## src/rtl/alu_pkg.sv

```systemverilog
// Shared ALU definitions: shift sequencer FSM states, shift direction encodings
// and the default datapath width.
package alu_pkg;

    typedef enum logic [1:0] {
        ST_IDLE  = 2'd0,
        ST_SHIFT = 2'd1,
        ST_DONE  = 2'd2
    } shift_state_e;

    localparam logic DIR_LEFT  = 1'b1;
    localparam logic DIR_RIGHT = 1'b0;

    localparam int ALU_WIDTH = 4;

endpackage

```

## src/rtl/alu_shift_sequencer_shift_step.sv

```systemverilog
// One-bit shift/rotate datapath register: parallel load, or a single-position
// step toward MSB or LSB on each enabled cycle.
module shift_step
    import alu_pkg::*;
#(
    parameter int WIDTH = ALU_WIDTH
) (
    input  logic             clk,
    input  logic             rst_n,
    input  logic             load,
    input  logic [WIDTH-1:0] load_data,
    input  logic             enable_sh,
    input  logic             reg_sh,
    input  logic             rot,
    output logic [WIDTH-1:0] q
);

    logic [WIDTH-1:0] q_r;
    logic             fill_msb_s;
    logic             fill_lsb_s;

    // Bit entering the vacated end: wrapped-around bit when rotating, else zero
    always_comb begin
        fill_lsb_s = 1'b0;
        fill_msb_s = 1'b0;
        if (rot) begin
            fill_lsb_s = q_r[WIDTH-1];
            fill_msb_s = q_r[0];
        end else begin
            fill_lsb_s = 1'b0;
            fill_msb_s = 1'b0;
        end
    end

    // Datapath register: load has priority over a shift step
    always_ff @(posedge clk or negedge rst_n) begin
        if (!rst_n) begin
            q_r <= '0;
        end else if (load) begin
            q_r <= load_data;
        end else if (enable_sh && (reg_sh == DIR_LEFT)) begin
            q_r <= {q_r[WIDTH-2:0], fill_lsb_s};
        end else if (enable_sh && (reg_sh == DIR_RIGHT)) begin
            q_r <= {fill_msb_s, q_r[WIDTH-1:1]};
        end else begin
            q_r <= q_r;
        end
    end

    assign q = q_r;

endmodule

```

## src/rtl/alu_shift_sequencer.sv

```systemverilog
// Multi-cycle shift sequencer: accepts one request, steps the shift_step datapath
// once per cycle, then presents the result until taken.
// Optional rotate support is enabled with macro ALU_SHIFT_ROTATE_EN.
module alu_shift_sequencer
    import alu_pkg::*;
#(
    parameter int WIDTH = ALU_WIDTH,
    parameter int AMT_W = $clog2(WIDTH) + 1
) (
    input  logic             clk,
    input  logic             rst_n,
    input  logic             req_valid,
    output logic             req_ready,
    input  logic [WIDTH-1:0] req_data,
    input  logic [AMT_W-1:0] req_amt,
    input  logic             req_dir,
    input  logic             req_rot,
    output logic             res_valid,
    input  logic             res_ready,
    output logic [WIDTH-1:0] res_data,
    output logic             busy
);

    shift_state_e     state_r, state_n;
    logic [AMT_W-1:0] cnt_r, cnt_n;
    logic             dir_r, dir_n;
    logic             rot_r, rot_n;
    logic             rot_req_s;
    logic [AMT_W-1:0] amt_eff_s;
    logic             load_s;
    logic             enable_s;

    // Rotation wraps modulo WIDTH; zero-fill saturates at WIDTH (result all zeros)
    function automatic logic [AMT_W-1:0] eff_amt(input logic [AMT_W-1:0] amt,
                                                  input logic rot);
        logic [AMT_W-1:0] res;
        if (rot) begin
            res = amt % AMT_W'(WIDTH);
        end else if (amt >= AMT_W'(WIDTH)) begin
            res = AMT_W'(WIDTH);
        end else begin
            res = amt;
        end
        return res;
    endfunction

`ifdef ALU_SHIFT_ROTATE_EN
    assign rot_req_s = req_rot;
`else
    logic unused_rot_s;
    assign unused_rot_s = req_rot;
    assign rot_req_s    = 1'b0;
`endif

    assign amt_eff_s = eff_amt(req_amt, rot_req_s);

    // Next-state, step counter and datapath control
    always_comb begin
        state_n  = state_r;
        cnt_n    = cnt_r;
        dir_n    = dir_r;
        rot_n    = rot_r;
        load_s   = 1'b0;
        enable_s = 1'b0;
        case (state_r)
            ST_IDLE: begin
                if (req_valid) begin
                    load_s = 1'b1;
                    dir_n  = req_dir;
                    rot_n  = rot_req_s;
                    cnt_n  = amt_eff_s;
                    if (amt_eff_s == AMT_W'(0)) begin
                        state_n = ST_DONE;
                    end else begin
                        state_n = ST_SHIFT;
                    end
                end else begin
                    state_n = ST_IDLE;
                end
            end
            ST_SHIFT: begin
                enable_s = 1'b1;
                cnt_n    = cnt_r - AMT_W'(1);
                if (cnt_r == AMT_W'(1)) begin
                    state_n = ST_DONE;
                end else begin
                    state_n = ST_SHIFT;
                end
            end
            ST_DONE: begin
                if (res_ready) begin
                    state_n = ST_IDLE;
                end else begin
                    state_n = ST_DONE;
                end
            end
            default: begin
                state_n = ST_IDLE;
                cnt_n   = '0;
            end
        endcase
    end

    // Control registers
    always_ff @(posedge clk or negedge rst_n) begin
        if (!rst_n) begin
            state_r <= ST_IDLE;
            cnt_r   <= '0;
            dir_r   <= DIR_RIGHT;
            rot_r   <= 1'b0;
        end else begin
            state_r <= state_n;
            cnt_r   <= cnt_n;
            dir_r   <= dir_n;
            rot_r   <= rot_n;
        end
    end

    shift_step #(
        .WIDTH (WIDTH)
    ) u_shift_step (
        .clk       (clk),
        .rst_n     (rst_n),
        .load      (load_s),
        .load_data (req_data),
        .enable_sh (enable_s),
        .reg_sh    (dir_r),
        .rot       (rot_r),
        .q         (res_data)
    );

    assign req_ready = (state_r == ST_IDLE);
    assign res_valid = (state_r == ST_DONE);
    assign busy      = (state_r != ST_IDLE);

endmodule

```

## config.mk

```make
export PLATFORM = sky130hd
export DESIGN_NAME = alu_shift_sequencer
export DESIGN_NICKNAME = d
export VERILOG_FILES = /design/src/rtl/alu_pkg.sv /design/src/rtl/alu_shift_sequencer_shift_step.sv /design/src/rtl/alu_shift_sequencer.sv
export SDC_FILE = /design/constraint.sdc
export NUM_CORES = 1
export LEC_CHECK = 0
export ABC_AREA = 1
export CORE_MARGIN = 2
export CORE_UTILIZATION = 44
export DETAILED_ROUTE_END_ITERATION = 8
export PLACE_DENSITY = 0.77
export SLEW_MARGIN = 20
export SYNTH_ARGS = -nofsm -noshare
export SYNTH_HDL_FRONTEND = slang
export SYNTH_SLANG_ARGS = --single-unit
```

## constraint.sdc

```tcl
create_clock -name clk -period 1.17 [get_ports clk]
set_input_delay 0.117 -clock clk [delete_from_list [all_inputs] [get_ports clk]]
set_output_delay 0.117 -clock clk [all_outputs]
set_load 0.05 [all_outputs]
```

==> flow_summary.ini <==
[final_layout]
final_area_um2 = 1100
drive_gt1_share_pct = 35.3
nNetsFinal = 136
fillers = 81
n_antenna_cell = 0
post_layout_nonfiller_instances = 134
synthToLayoutAreaGrowth_pct = 67.8

[clock_network]
cts.path.max_buffers = 2
cts_tree = yes
insertion_delay_ns = 0.28
htree_levels = 1
cts_buffers = 3
root_buffer = clkbuf_4
clk_pin_slew_worst_paths_ns = 0.07
cts_sinks = 10

[critical_path]
crit_chain = clkinv_4 > nor2_4 > buf_12
slowest_delay_ns = 0.43
reg2regPathDepth = 7
arrival_ns = 1.12
start_kind = flip-flop
required_ns = 1.05
r2r_start = state_r[1]$_DFF_PN0_
crit_type = flip-flop to primary output
rrSetupSlack_ns = 0
crit_path_end_kind = primary output
crit_fanout = 7
regToRegEndpoint = u_shift_step.q[3]$_DFFE_PN0P_
cp_slowest_cell = dfrtp_2

[flow_run]
maxCapViolCount = 0

[yosys]
synth_top_family_by_area = simple AND/OR/NAND/NOR gates
muxShareOfSynthArea_pct = 0
synth_fa_ha_area_share_pct = 3.81
netlist_area_um2 = 657
synth_top_area_share_pct = 38.1
synthXorXnorAreaFrac_pct = 0
syn_avg_cell_area_um2 = 7.55
yosysTopAreaCell = dfrtp_1
ys_types = 21
synth_compound_area_share_pct = 8.19
synthTopCellsByCount = nand2_1 (31), dfrtp_1 (10), inv_1 (9)
synth.most_common_cell = nand2_1
yosys.area_share.simple_pct = 39.4
synth_flop_cell = dfrtp_1
ys_seq_elements = 10
async_reset_ff_share_pct = 100
syn_inst = 87
netlist_top_cells_area = dfrtp_1 (38%), nand2_1 (18%), inv_1 (5.1%)
yosysWarnings = 0
syn-num-nets = 102
synth-edff-count = 0
seq_area_frac_synth_pct = 38.1

[sta]
skew_ns = 0.00441
setup_tns_ns = -0.157
finalCriticalPeriod_ns = 1.24
slew_headroom_pct = 66.5
timing.final.max_slew_violations = 0
rsz0062_at_grt = yes
finalCritPeriodShare_pct = 106
fin_ws_ns = -0.0667
fmax_mhz = 809
hold_slack_ns = 0.172
setup_viol = 3
worstMarginPinSlew_ns = 0.501
hold_viol = 0

[placement]
hpwlAfterDp_mm = 1.17
gp_congestion = 0.838
portBuffers = 18
dp_cells = 121
placed_cell_area_um2 = 932

[floorplan]
rows = 13
io_pins = 20
initial_core_util_pct = 48.7
die_width_um = 42.6
die-area_um2 = 1820
die_y_um = 42.6
coreArea_um2 = 1350

[run_status]
violations = setup timing
outcome = complete, but fails checks

[routing]
drc_errors = 0
wl_per_cell_um = 13.7
firstDrtPassIters = 4
vias = 688
drtIter0Drc = 20
vias_per_cell = 5.13
routed_wl_mm = 1.84
ant_nets = 0

[global_routing]
overflow = 0
grt_antenna_before_repair = 0
grt_pass1_wl_mm = 2.98
grt_pass1_vias = 682
grt_use_total_pct = 21.9
grt_max_degree = 11

[power_and_ir_drop]
leakagePower_nw = 0.547
p_per_area_nw_per_um2 = 3330
power_mw = 3.67
vdd_drop_max_mv = 1.80

[hold_path]
hold_path.class = primary input to async pin
layer usage:
metal  GRT usage, %  vias to the layer above  wire length (µm)
met5              0                        -                 0
met3           2.59                        7                61
met1           27.1                      321               737
met4           9.38                        0                40
met2           37.6                       17              1000
li1               -                      343                 -
kinds of logic after synthesis:
| kind of cell | Yosys count |
|---|---|
| flops | 10 |
| fa+ha+maj | 2 |
| buf+inv | 15 |
| compound gates | 9 |
| simple gates | 51 |
registers in the layout (all words and copies together), names as in the netlist:
register,count
u_shift_step.q,4
cnt_r,3
dir_r,1
state_r,2
final cells by class:
class,count,area (µm²),area share [%]
multi-input combinational,63,385,35.0
timing repair buffer,29,360,32.7
sequential,10,253,22.9
tap,15,18.8,1.70
clock buffer,3,22.5,2.04
inverter,14,62.6,5.68
per-stage QoR:
step	setup WS (ns)	utilization (%)
after global placement	-0.0165	69.0
after global routing	-0.0821	81.6
after floorplan	-0.0745	-
final	-0.0667	81.6
after detailed placement	-0.0280	69.0
after CTS	-0.0345	78.1
what timing repair did:
item,CTS,global route
hold buffers,0,0
resized for setup,6,10
pin swaps,2,8
buffers inserted,9,1
cloned,0,1
setup endpoints to repair,3,11
how the worst max path moves through the flow:
stage,to,from,cells after the start
floorplan,state_r[1]$_DFF_PN0_,state_r[0]$_DFF_PN0_,4
global placement,u_shift_step.q[3]$_DFFE_PN0P_,req_valid,6
detailed placement,u_shift_step.q[0]$_DFFE_PN0P_,req_valid,6
CTS,busy,state_r[0]$_DFF_PN0_,4
global route,res_valid,state_r[1]$_DFF_PN0_,3
finish,res_valid,state_r[1]$_DFF_PN0_,3
cells in the final DEF (no fill, tap or decap), types with 3 or more instances in the layout:
cell and instances:
o21ai_0 3, clkdlybuf4s50_1 11, inv_1 9, buf_4 6
nand2_4 5, buf_6 4, nor2_4 4, buf_12 8
clkbuf_4 3, nor2_1 3, nand3_1 4, nand2_1 30
dfrtp_1 8
worst max-delay path, delay by kind of cell, from the launching register on:
| kind | cells | cell delay, ns |
|---|---|---|
| buf+inv | 2 | 0.26 |
| simple gates | 1 | 0.16 |
| flops | 1 | 0.43 |
power breakdown:
part | switching [mW] | leakage [nW] | internal, mW
registers | 0.217 | 0.122 | 0.526
clock network | 0.130 | 0.0138 | 0.119
logic | 1.45 | 0.412 | 1.23
total | 1.79 | 0.547 | 1.87
(Power assumes the default switching activity.)
